### config.mk
export PLATFORM = sky130hd
export DESIGN_NAME = uart_tx_block
export DESIGN_NICKNAME = d
export VERILOG_FILES = /design/src/rtl/uart_tx_pkg.sv /design/src/rtl/uart_tx_block_timer.sv /design/src/rtl/uart_tx_block.sv
export SDC_FILE = /design/constraint.sdc
export NUM_CORES = 1
export LEC_CHECK = 0
export ABC_AREA = 1
export CORE_MARGIN = 5
export CORE_UTILIZATION = 50
export CTS_BUF_LIST = sky130_fd_sc_hd__clkbuf_8
export DETAILED_ROUTE_END_ITERATION = 10
export HOLD_SLACK_MARGIN = 0.02
export PLACE_DENSITY = 0.79
export SYNTH_ARGS = -nofsm -noshare
export SYNTH_HDL_FRONTEND = slang
export SYNTH_SLANG_ARGS = --single-unit
### constraint.sdc
create_clock -name clk -period 5.8 [get_ports clk]
set_input_delay 1.16 -clock clk [delete_from_list [all_inputs] [get_ports clk]]
set_output_delay 1.16 -clock clk [all_outputs]
set_load 0.05 [all_outputs]
### src/rtl/uart_tx_pkg.sv
// Shared definitions for the UART transmit path: frame geometry, line level
// and the transmitter FSM state type.
package uart_tx_pkg;

  localparam int   DATA_BITS  = 8;
  localparam int   FRAME_BITS = 10;
  localparam logic IDLE_LEVEL = 1'b1;

  typedef enum logic [1:0] {
    IDLE  = 2'd0,
    START = 2'd1,
    DATA  = 2'd2,
    STOP  = 2'd3
  } tx_state_t;

  // A zero baud setting would never produce a terminal count, so it is
  // promoted to the fastest legal rate of one clock per bit.
  function automatic logic [31:0] sanitize_period(input logic [31:0] baud);
    return (baud == 32'd0) ? 32'd1 : baud;
  endfunction

endpackage

### src/rtl/uart_tx_block_timer.sv
// Bit-period timer for the transmitter; same shape as the receive-side timer.
// Counts 0..bit_period-1 and flags the terminal count.
module tx_bit_timer (
  input  logic        clk,
  input  logic        n_rst,
  input  logic        clear,
  input  logic [31:0] bit_period,
  output logic        bit_done
);

  logic [31:0] count_r;

  // Terminal count; bit_period is never zero here, so the subtraction is safe.
  assign bit_done = (count_r == (bit_period - 32'd1));

  // Free-running count that restarts on clear or at the end of each bit.
  always_ff @(posedge clk or negedge n_rst) begin
    if (!n_rst) begin
      count_r <= 32'd0;
    end else if (clear || bit_done) begin
      count_r <= 32'd0;
    end else begin
      count_r <= count_r + 32'd1;
    end
  end

endmodule

### src/rtl/uart_tx_block.sv
// 8N1 UART transmitter with a one-entry holding buffer so that software can
// queue the next byte while the current frame is on the line.
module uart_tx_block
  import uart_tx_pkg::*;
(
  input  logic        clk,
  input  logic        n_rst,
  input  logic [7:0]  tx_data,
  input  logic        data_load,
  input  logic        error_clear,
  input  logic [31:0] baudData,
  output logic        serial_out,
  output logic        tx_busy,
  output logic        buffer_empty,
  output logic        overrun_error
);

  tx_state_t                state_r;
  tx_state_t                state_next_s;
  logic [DATA_BITS-1:0]     hold_r;
  logic                     buf_empty_r;
  logic [DATA_BITS-1:0]     shift_r;
  logic [2:0]               bit_idx_r;
  logic [31:0]              bit_period_r;
  logic                     serial_out_r;
  logic                     tx_busy_r;
  logic                     overrun_r;
  logic                     transfer_s;
  logic                     bit_done_s;
  logic                     timer_clear_s;
  logic                     overrun_set_s;

  tx_bit_timer u_timer (
    .clk        (clk),
    .n_rst      (n_rst),
    .clear      (timer_clear_s),
    .bit_period (bit_period_r),
    .bit_done   (bit_done_s)
  );

  // Next-state decode; a transfer is the only way into START.
  always_comb begin
    state_next_s = state_r;
    transfer_s   = 1'b0;
    case (state_r)
      IDLE: begin
        if (!buf_empty_r) begin
          transfer_s   = 1'b1;
          state_next_s = START;
        end else begin
          state_next_s = IDLE;
        end
      end
      START: begin
        if (bit_done_s) begin
          state_next_s = DATA;
        end else begin
          state_next_s = START;
        end
      end
      DATA: begin
        if (bit_done_s && (bit_idx_r == 3'(DATA_BITS - 1))) begin
          state_next_s = STOP;
        end else begin
          state_next_s = DATA;
        end
      end
      STOP: begin
        if (bit_done_s) begin
          if (!buf_empty_r) begin
            // Back-to-back: next start bit follows this stop bit directly.
            transfer_s   = 1'b1;
            state_next_s = START;
          end else begin
            state_next_s = IDLE;
          end
        end else begin
          state_next_s = STOP;
        end
      end
      default: begin
        state_next_s = IDLE;
      end
    endcase
  end

  // Timer restarts on every state entry and is held at zero while idle.
  assign timer_clear_s = (state_r == IDLE) || (state_next_s != state_r);

  // A load into a full buffer is lost unless the buffer drains this cycle.
  assign overrun_set_s = data_load && !buf_empty_r && !transfer_s;

  // State register plus registered busy flag derived from the next state.
  always_ff @(posedge clk or negedge n_rst) begin
    if (!n_rst) begin
      state_r   <= IDLE;
      tx_busy_r <= 1'b0;
    end else begin
      state_r   <= state_next_s;
      tx_busy_r <= (state_next_s != IDLE);
    end
  end

  // Shift register, bit index and per-frame bit period.
  always_ff @(posedge clk or negedge n_rst) begin
    if (!n_rst) begin
      shift_r      <= '0;
      bit_idx_r    <= 3'd0;
      bit_period_r <= 32'd1;
    end else if (transfer_s) begin
      shift_r      <= hold_r;
      bit_idx_r    <= 3'd0;
      bit_period_r <= sanitize_period(baudData);
    end else if ((state_r == DATA) && bit_done_s) begin
      shift_r      <= {1'b0, shift_r[DATA_BITS-1:1]};
      bit_idx_r    <= bit_idx_r + 3'd1;
    end else begin
      shift_r      <= shift_r;
      bit_idx_r    <= bit_idx_r;
      bit_period_r <= bit_period_r;
    end
  end

  // Holding buffer; a load coinciding with a transfer refills it at once.
  always_ff @(posedge clk or negedge n_rst) begin
    if (!n_rst) begin
      hold_r      <= '0;
      buf_empty_r <= 1'b1;
    end else if (transfer_s) begin
      buf_empty_r <= !data_load;
      if (data_load) begin
        hold_r <= tx_data;
      end else begin
        hold_r <= hold_r;
      end
    end else if (data_load && buf_empty_r) begin
      hold_r      <= tx_data;
      buf_empty_r <= 1'b0;
    end else begin
      hold_r      <= hold_r;
      buf_empty_r <= buf_empty_r;
    end
  end

  // Sticky overrun flag; a new overrun outranks a simultaneous clear.
  always_ff @(posedge clk or negedge n_rst) begin
    if (!n_rst) begin
      overrun_r <= 1'b0;
    end else if (overrun_set_s) begin
      overrun_r <= 1'b1;
    end else if (error_clear) begin
      overrun_r <= 1'b0;
    end else begin
      overrun_r <= overrun_r;
    end
  end

  // Registered line driver, one stage behind the state register.
  always_ff @(posedge clk or negedge n_rst) begin
    if (!n_rst) begin
      serial_out_r <= IDLE_LEVEL;
    end else begin
      case (state_r)
        IDLE:    serial_out_r <= IDLE_LEVEL;
        START:   serial_out_r <= ~IDLE_LEVEL;
        DATA:    serial_out_r <= shift_r[0];
        STOP:    serial_out_r <= IDLE_LEVEL;
        default: serial_out_r <= IDLE_LEVEL;
      endcase
    end
  end

  assign serial_out    = serial_out_r;
  assign tx_busy       = tx_busy_r;
  assign buffer_empty  = buf_empty_r;
  assign overrun_error = overrun_r;

endmodule

==> Flow_metrics.wiki, run 1 <==
{| class="wikitable"
! Metric !! Value
|-
| Result of the run || completed
|-
| Clock input transition at the sequential cells of the worst setup and hold paths || about 0.1 ns
|-
| Static leakage || ~3.3 nW
|-
| Critical Path End Type || register
|-
| Switching part of the total || 0.4864
|-
| Critical Path Most Common Cell || sky130_fd_sc_hd__nand2_1
|-
| Worst setup path class || reg -> reg
|-
| Final weighted congestion in routability-driven placement || 0.9662
|-
| Final-layout worst hold slack || 0.4736 ns
|-
| Total Wirelength || 14860 um
|-
| Endpoint, Worst Hold || hold_r[7]$_DFFE_PN0P_
|-
| Final hold viol count || 0
|-
| Final worst-path cycle share || 0.6332
|-
| TritonRoute pass-1 iters || 5
|-
| Highest clock rate || approximately 0.27 GHz
|-
| Number of hold buffers added after CTS || 0
|-
| Clock network latency to the later pin of the worst-skew pair || around 0.39 ns
|-
| Syn-to-layout area delta || 11.98%
|-
| Cts repair resizes || 0
|-
| Critical path arrival || between 3 and 4 ns
|-
| Cell depth of the worst hold path || 2
|-
| Width of the die || between 100 and 150 um
|-
| Share of the yosys chip area belonging to registers || 0.3651
|-
| RSZ-0062 raised after global routing || false
|-
| Antenna diodes || 0
|-
| Violation count after the first detailed-route iteration || ~500
|-
| Cell at the root of the clock tree || sky130_fd_sc_hd__clkbuf_8
|-
| Logic pwr share || 0.507
|-
| Via-to-Cell Ratio || ~5.2
|-
| DRC violations left || 0
|-
| Net total in the final layout || approximately 1000
|-
| Source of the worst hold timing path || hold_r[7]$_DFFE_PN0P_
|-
| Die Area || 0.01453 mm^2
|-
| Cell class contributing the biggest share of worst-path delay || simple AND/OR/NAND/NOR gates
|-
| Fin. max-slew vios || 0
|-
| Floorplan core area || 0.01201 mm^2
|-
| Final setup violation count || 0
|-
| Library cell occupying the most area in the post-synthesis netlist || sky130_fd_sc_hd__dfrtp_1
|-
| Worst R2R Setup Slack || 2.13 ns
|-
| Slowest cell on the critical path || sky130_fd_sc_hd__clkinv_2
|-
| Post-route minimum period || around 3.7 ns
|-
| Number of distinct library cells after synthesis || 37
|-
| Fraction of power consumed by sequential logic || 0.338
|-
| Most frequent cells in the layout || sky130_fd_sc_hd__nand2_1 (310), sky130_fd_sc_hd__nor2_1 (124), sky130_fd_sc_hd__inv_1 (103)
|-
| Post-Synthesis Mean Instance Area || 6.751 um^2
|-
| Internal Dissipation || between 1.5 and 2 mW
|-
| Setup WS post-layout || about 2.1 ns
|-
| Multi-input logic area || 0.003348 mm^2
|-
| Commonest non-fill, non-tap cell in the layout || sky130_fd_sc_hd__nand2_1
|-
| Die extent in y || around 120 um
|-
| Count of boundary I/O pins || 48
|-
| R2r worst-path depth || 18
|-
| RR Endpoint || bit_period_r[6]$_DFFE_PN0N_
|-
| HPWL Detailed || between 10000 and 15000 um
|-
| Maximum number of pins on one net before global-route repair || 76
|-
| Pwr/cell area || between 400 and 500 mW/mm^2
|-
| Layout cell share with drive strength beyond 1 || 0.06092
|-
| Yosys warning count || 0
|-
| Vias in the first global route || 5374
|-
| Part of the power in the clock network || 0.155
|-
| Sum of negative setup slack || 0 ns
|-
| Net count after synthesis || ~960
|-
| Buffers & Inverters on Critical Path || 3
|-
| Worst IR Drop VDD || about 230 uV
|-
| Maximum cell stage delay along the critical path || 0.53 ns
|-
| Number of standard cells after synthesis || roughly 910
|-
| Post-CTS repair timing setup buffer count || 0
|-
| Post-route ant nets || 0
|-
| Overall global routing resource usage || 0.2162
|-
| # rows || 40
|-
| Sequential cell area || between 0.002 and 0.0025 mm^2
|-
| Top cell type's share of synthesized area || 0.3522
|-
| Ranking of synthesized cells by area || sky130_fd_sc_hd__dfrtp_1 (35%), sky130_fd_sc_hd__nand2_1 (19%), sky130_fd_sc_hd__nor2_1 (7.6%)
|-
| Vias || 5711
|-
| TritonCTS sink count || 89
|-
| Max-cap violations || 0
|-
| CTS Buf Count || 9
|-
| Deepest clock path buffer count || 2
|-
| Antenna violations before repair || 0
|-
| Pre-CTS WS || between 2 and 2.5 ns
|-
| Slew at the pin closest to its max-slew limit || roughly 0.92 ns
|-
| Max-Slew Margin vs Limit || 0.3878
|-
| Layout Cell Area excl Fill || about 0.0068 mm^2
|-
| Reg2Reg Launch Point || bit_period_r[0]$_DFFE_PN1N_
|-
| Req. time, crit path || 6.06 ns
|-
| Grt ovf || 0
|-
| Hold Crit Class || reg -> reg
|-
| Flop and latch count out of synthesis || 89
|-
| Peak fanout along the critical path || 52
|-
| Clock tree from TritonCTS || done
|-
| Number of filler cells placed in the layout || approximately 1100
|-
| IO buf count || 47
|-
| Initial Utilization || 0.5086
|-
| Switching Power || approximately 1.4 mW
|-
| First-pass GRT wire length || between 20000 and 30000 um
|-
| Cells along the critical path || inv_1 -> ha_1 -> nand2_1 -> nor2_2 -> nand2_1 -> o21ai_0 -> nand2_1 -> nand2_1 -> inv_1 -> nand2_1 -> nor2_1 -> nand3_2 -> or2_1 -> nand2_2 -> nand2_4 -> clkinv_2 -> nand2_1 -> o21ai_1
|-
| Worst clock skew || 0.01388 ns
|-
| H-tree levels || 3
|-
| Area post-placement || 0.006638 mm^2
|-
| Drt wl/cell || roughly 14 um
|-
| Worst setup SP type || register
|-
| Netlist area before placement || roughly 0.0061 mm^2
|}
-- worst max path at each step --
stage                     cells past startpoint  slack, ns                        start                             to
after floorplan                              18       3.22  bit_period_r[0]$_DFFE_PN1N_    bit_period_r[7]$_DFFE_PN0N_
after global placement                       17       2.24  bit_period_r[0]$_DFFE_PN1N_    bit_period_r[1]$_DFFE_PN0N_
after detailed placement                     20       2.14  bit_period_r[0]$_DFFE_PN1N_  u_timer.count_r[31]$_DFF_PN0_
after CTS                                    20       2.12  bit_period_r[0]$_DFFE_PN1N_  u_timer.count_r[31]$_DFF_PN0_
after global routing                         20       1.68  bit_period_r[0]$_DFFE_PN1N_   u_timer.count_r[2]$_DFF_PN0_
final                                        18       2.13  bit_period_r[0]$_DFFE_PN1N_    bit_period_r[6]$_DFFE_PN0N_
-- kinds of logic after synthesis --
kind of cell | count (synthesis) | synth area share
buffers and inverters | 122 | 0.08683
AO/OA/AOI/OAI | 53 | 0.04608
AND/OR/NAND/NOR | 581 | 0.4110
flip-flops | 89 | 0.3651
XOR/XNOR | 52 | 0.07454
adder cells (fa/ha/maj) | 8 | 0.01638
-- registers in the layout (all words and copies together) (netlist names), 2 cells and up --
register and cells:
bit_idx_r 3, bit_period_r 32, hold_r 8, shift_r 8, state_r 2, u_timer.count_r 32
-- metrics by stage --
stage	power, mW	utilization	cells
CTS	2.944	0.5696	1099
global route	3.227	0.5696	1099
global placement	2.461	0.5526	1083
finish	2.938	0.5696	1099
floorplan	2.163	-	905
detailed placement	2.480	0.5526	1083
-- cells in the mapped netlist --
cell,count
sky130_fd_sc_hd__nand3b_1,2
sky130_fd_sc_hd__a21oi_1,5
sky130_fd_sc_hd__xor2_1,30
sky130_fd_sc_hd__nand2_1,310
sky130_fd_sc_hd__buf_4,4
sky130_fd_sc_hd__o22ai_1,1
sky130_fd_sc_hd__o21ai_0,27
sky130_fd_sc_hd__o21ai_2,1
sky130_fd_sc_hd__a21oi_2,1
sky130_fd_sc_hd__clkbuf_1,4
sky130_fd_sc_hd__clkinv_2,1
sky130_fd_sc_hd__o31ai_1,1
sky130_fd_sc_hd__nor2_1,124
sky130_fd_sc_hd__xnor2_1,22
sky130_fd_sc_hd__dfrtp_1,86
sky130_fd_sc_hd__nand4_1,32
sky130_fd_sc_hd__nor2_4,5
sky130_fd_sc_hd__nor3b_1,1
sky130_fd_sc_hd__buf_2,3
sky130_fd_sc_hd__a21boi_0,1
sky130_fd_sc_hd__nand3_1,56
sky130_fd_sc_hd__nor4_1,11
sky130_fd_sc_hd__nand3_2,2
sky130_fd_sc_hd__nand2_2,4
sky130_fd_sc_hd__nor2_2,19
sky130_fd_sc_hd__or2_2,3
sky130_fd_sc_hd__o21ai_1,15
sky130_fd_sc_hd__inv_1,102
sky130_fd_sc_hd__or2_1,1
sky130_fd_sc_hd__clkinv_1,1
sky130_fd_sc_hd__o21bai_1,1
sky130_fd_sc_hd__nor3_1,7
sky130_fd_sc_hd__and2_1,3
sky130_fd_sc_hd__buf_6,7
sky130_fd_sc_hd__nand2_4,1
sky130_fd_sc_hd__ha_1,8
sky130_fd_sc_hd__dfstp_2,3
-- routing by layer --
metal / routed length [um] / GRT usage / share of wire
met2: 6666 / 0.3290 / 0.45
met3: 788 / 0.05426 / 0.053
met5: 0 / 0 / 0
met1: 7109 / 0.3042 / 0.48
met4: 295 / 0.06586 / 0.020
-- worst register-to-register path, stage by stage (launching register included) --
cell and delay (ns):
sky130_fd_sc_hd__dfstp_2 0.38, sky130_fd_sc_hd__inv_1 0.12, sky130_fd_sc_hd__ha_1 0.23, sky130_fd_sc_hd__nand2_1 0.17
sky130_fd_sc_hd__nor2_2 0.45, sky130_fd_sc_hd__nand2_1 0.19, sky130_fd_sc_hd__o21ai_0 0.19, sky130_fd_sc_hd__nand2_1 0.08
sky130_fd_sc_hd__nand2_1 0.07, sky130_fd_sc_hd__inv_1 0.04, sky130_fd_sc_hd__nand2_1 0.05, sky130_fd_sc_hd__nor2_1 0.04
sky130_fd_sc_hd__nand3_2 0.09, sky130_fd_sc_hd__or2_1 0.12, sky130_fd_sc_hd__nand2_2 0.06, sky130_fd_sc_hd__nand2_4 0.38
sky130_fd_sc_hd__clkinv_2 0.54, sky130_fd_sc_hd__nand2_1 0.24, sky130_fd_sc_hd__o21ai_1 0.09
-- layout make-up --
| cell class | count | share of cell area |
|---|---|---|
| Tap cell | 147 | 0.02688 |
| Clock inverter | 6 | 0.009693 |
| Clock buffer | 10 | 0.02012 |
| Multi-Input combinational cell | 694 | 0.4894 |
| Sequential cell | 89 | 0.3261 |
| Timing Repair Buffer | 49 | 0.07059 |
| Inverter | 104 | 0.05724 |
-- power groups by stage --
stage | clock, mW | combinational [mW] | sequential (mW)
6_report | 0.457 | 1.49 | 0.993
2_1_floorplan | 0 | 1.16 | 1.01
4_1_cts | 0.469 | 1.48 | 0.992
3_5_place_dp | 0 | 1.48 | 1.00
5_1_grt | 0.493 | 1.71 | 1.03
3_3_place_gp | 0 | 1.46 | 0.997
No activity file was read; power rests on OpenSTA's default activity.
==> run 2, diff against run 1 <==
==> constraint.sdc (replaced) <==
create_clock -name clk -period 3.4 [get_ports clk]
set_input_delay 0.68 -clock clk [delete_from_list [all_inputs] [get_ports clk]]
set_output_delay 0.68 -clock clk [all_outputs]
set_load 0.05 [all_outputs]
==> Flow_metrics.wiki, run 2 (synthesized netlist as in run 1, its figures left out) <==
{| class="wikitable"
! Metric !! Value
|-
| Vias || about 5800
|-
| Die Area || approximately 0.015 mm^2
|-
| Post-route minimum period || 3.132 ns
|-
| Grt ovf || 0
|-
| Violation count after the first detailed-route iteration || 433
|-
| Floorplan core area || 0.01201 mm^2
|-
| Worst IR Drop VDD || between 400 and 500 uV
|-
| Part of the power in the clock network || 0.137
|-
| Antenna violations before repair || 0
|-
| Clock input transition at the sequential cells of the worst setup and hold paths || about 0.09 ns
|-
| Deepest clock path buffer count || 2
|-
| Width of the die || 120.5 um
|-
| Final weighted congestion in routability-driven placement || between 1 and 1.5
|-
| Switching Power || 2.482 mW
|-
| Overall global routing resource usage || 0.2224
|-
| Die extent in y || about 120 um
|-
| Peak fanout along the critical path || 17
|-
| IO buf count || 47
|-
| Critical path arrival || ~3.4 ns
|-
| TritonCTS sink count || 89
|-
| Count of boundary I/O pins || between 40 and 50
|-
| Pre-CTS WS || approximately 0.13 ns
|-
| Clock network latency to the later pin of the worst-skew pair || approximately 0.38 ns
|-
| Total design power || slightly above 5 mW
|-
| Hold Crit Class || in -> async
|-
| Worst clock skew || 0.01263 ns
|-
| Net total in the final layout || 1005
|-
| Critical Path Most Common Cell || sky130_fd_sc_hd__nand2_1
|-
| Maximum cell stage delay along the critical path || between 0.5 and 0.6 ns
|-
| Antenna diodes || 0
|-
| Static leakage || approximately 3.4 nW
|-
| Initial Utilization || 0.5086
|-
| RSZ-0062 raised after global routing || false
|-
| Final worst-path cycle share || 0.9211
|-
| # rows || 40
|-
| Commonest non-fill, non-tap cell in the layout || sky130_fd_sc_hd__nand2_1
|-
| Final hold viol count || 0
|-
| Logic pwr share || 0.522
|-
| Final setup violation count || 0
|-
| Pwr/cell area || between 700 and 800 mW/mm^2
|-
| Internal Dissipation || about 2.6 mW
|-
| Final Non-Filler Cells || 1105
|-
| Max-Slew Margin vs Limit || 0.5304
|-
| Number of hold buffers added after CTS || 0
|-
| Req. time, crit path || 3.67 ns
|-
| Total Wirelength || 15330 um
|-
| Worst setup SP type || register
|-
| Most frequent cells in the layout || sky130_fd_sc_hd__nand2_1 (310), sky130_fd_sc_hd__nor2_1 (124), sky130_fd_sc_hd__inv_1 (104)
|-
| Final-layout worst hold slack || approximately 0.34 ns
|-
| H-tree levels || 3
|-
| Sum of negative setup slack || 0 ns
|-
| Cells along the critical path || inv_1 -> ha_1 -> nand2_1 -> nor2_4 -> nand2_1 -> nand2_1 -> nand2_1 -> nand2_1 -> nor2_1 -> nand2_1 -> nor2_1 -> nand3_2 -> or2_1 -> nand2_2 -> nand2_4 -> nand2_2 -> nand2_2 -> nand2_1 -> nand2_1
|-
| Clock tree from TritonCTS || done
|-
| Number of filler cells placed in the layout || around 1200
|-
| Post-route ant nets || 0
|-
| HPWL Detailed || 12130 um
|-
| Switching part of the total || 0.4914
|-
| DRC violations left || 0
|-
| Highest clock rate || 0.3193 GHz
|-
| Critical Path End Type || register
|-
| Cell at the root of the clock tree || sky130_fd_sc_hd__clkbuf_8
|-
| Inst Count DP || 1088
|-
| TritonRoute pass-1 iters || 5
|-
| Vias in the first global route || between 5000 and 6000
|-
| Fraction of power consumed by sequential logic || 0.341
|-
| Slowest cell on the critical path || sky130_fd_sc_hd__dfstp_2
|-
| Via-to-Cell Ratio || approximately 5.3
|-
| First-pass GRT wire length || about 26000 um
|-
| Fin. max-slew vios || 0
|-
| Layout cell share with drive strength beyond 1 || 0.06576
|-
| Setup WS post-layout || 0.2684 ns
|-
| Result of the run || completed
|-
| Registers with the most flip-flops || bit_period_r: 32 flops, u_timer.count_r: 32 flops
|-
| Max-cap violations || 0
|-
| Slew at the pin closest to its max-slew limit || 0.7043 ns
|-
| CTS Buf Count || 9
|-
| Worst setup path class || reg -> reg
|-
| Drt wl/cell || between 10 and 15 um
|-
| Maximum number of pins on one net before global-route repair || 57
|-
| Syn-to-layout area delta || 12.70%
|}
run 2: what timing repair did:
item,CTS,global route
gates resized for setup,0,5
setup endpoints to repair,0,62
setup buffers,0,1
endpoints found under the hold margin,0,0
run 2: metal layers:
metal,global-route usage,wire (um),vias to the layer above
li1,-,-,2942
met1,0.3019,7056,2708
met2,0.3605,7070,139
met3,0.03929,926,19
met4,0.07436,273,0
met5,0,0,-
run 2: final timing paths:
path | slack (ns) | start | cells past startpoint | end
min | 0.34 | n_rst | 1 | u_timer.count_r[13]$_DFF_PN0_
max | 0.27 | bit_period_r[0]$_DFFE_PN1N_ | 19 | hold_r[5]$_DFFE_PN0P_
max reg2reg | 0.27 | bit_period_r[0]$_DFFE_PN1N_ | 19 | hold_r[5]$_DFFE_PN0P_
max in group asynchronous | 2.29 | n_rst | 2 | bit_period_r[0]$_DFFE_PN1N_
min reg2reg | 0.48 | shift_r[1]$_DFFE_PN0P_ | 2 | shift_r[1]$_DFFE_PN0P_
min in group clk | 0.48 | shift_r[1]$_DFFE_PN0P_ | 2 | shift_r[1]$_DFFE_PN0P_
run 2: area by class of cell:
class	instances	area (um^2)	share of cell area
clock buffers	12	165.2	0.02399
clock inverters	4	20.02	0.002908
inverters	104	395.4	0.05742
multi-input cells	694	3358	0.4877
flip-flops and latches	89	2231	0.3240
well taps	147	183.9	0.02671
repair buffers	55	531.8	0.07723
run 2: per-stage QoR:
stage | cell area [um^2] | util
floorplan | 6110 | -
global placement | 6675 | 0.5557
detailed placement | 6675 | 0.5557
CTS | 6860 | 0.5711
global route | 6885 | 0.5732
finish | 6885 | 0.5732
run 2: critical path: cells and delay by family (launching register included):
kind                     cells  cell delay [ns]
AND/OR/NAND/NOR             17             2.13
buffers and inverters        1             0.08
adder cells (fa/ha/maj)      1             0.25
flip-flops                   1             0.55
run 2: power groups by stage:
stage / Sequential, mW / Clock [mW] / Combinational, mW
final: 1.72 / 0.690 / 2.64
after global routing: 1.77 / 0.756 / 3.00
after CTS: 1.72 / 0.704 / 2.59
after detailed placement: 1.74 / 0 / 2.57
after global placement: 1.73 / 0 / 2.54
after floorplan: 1.72 / 0 / 1.98
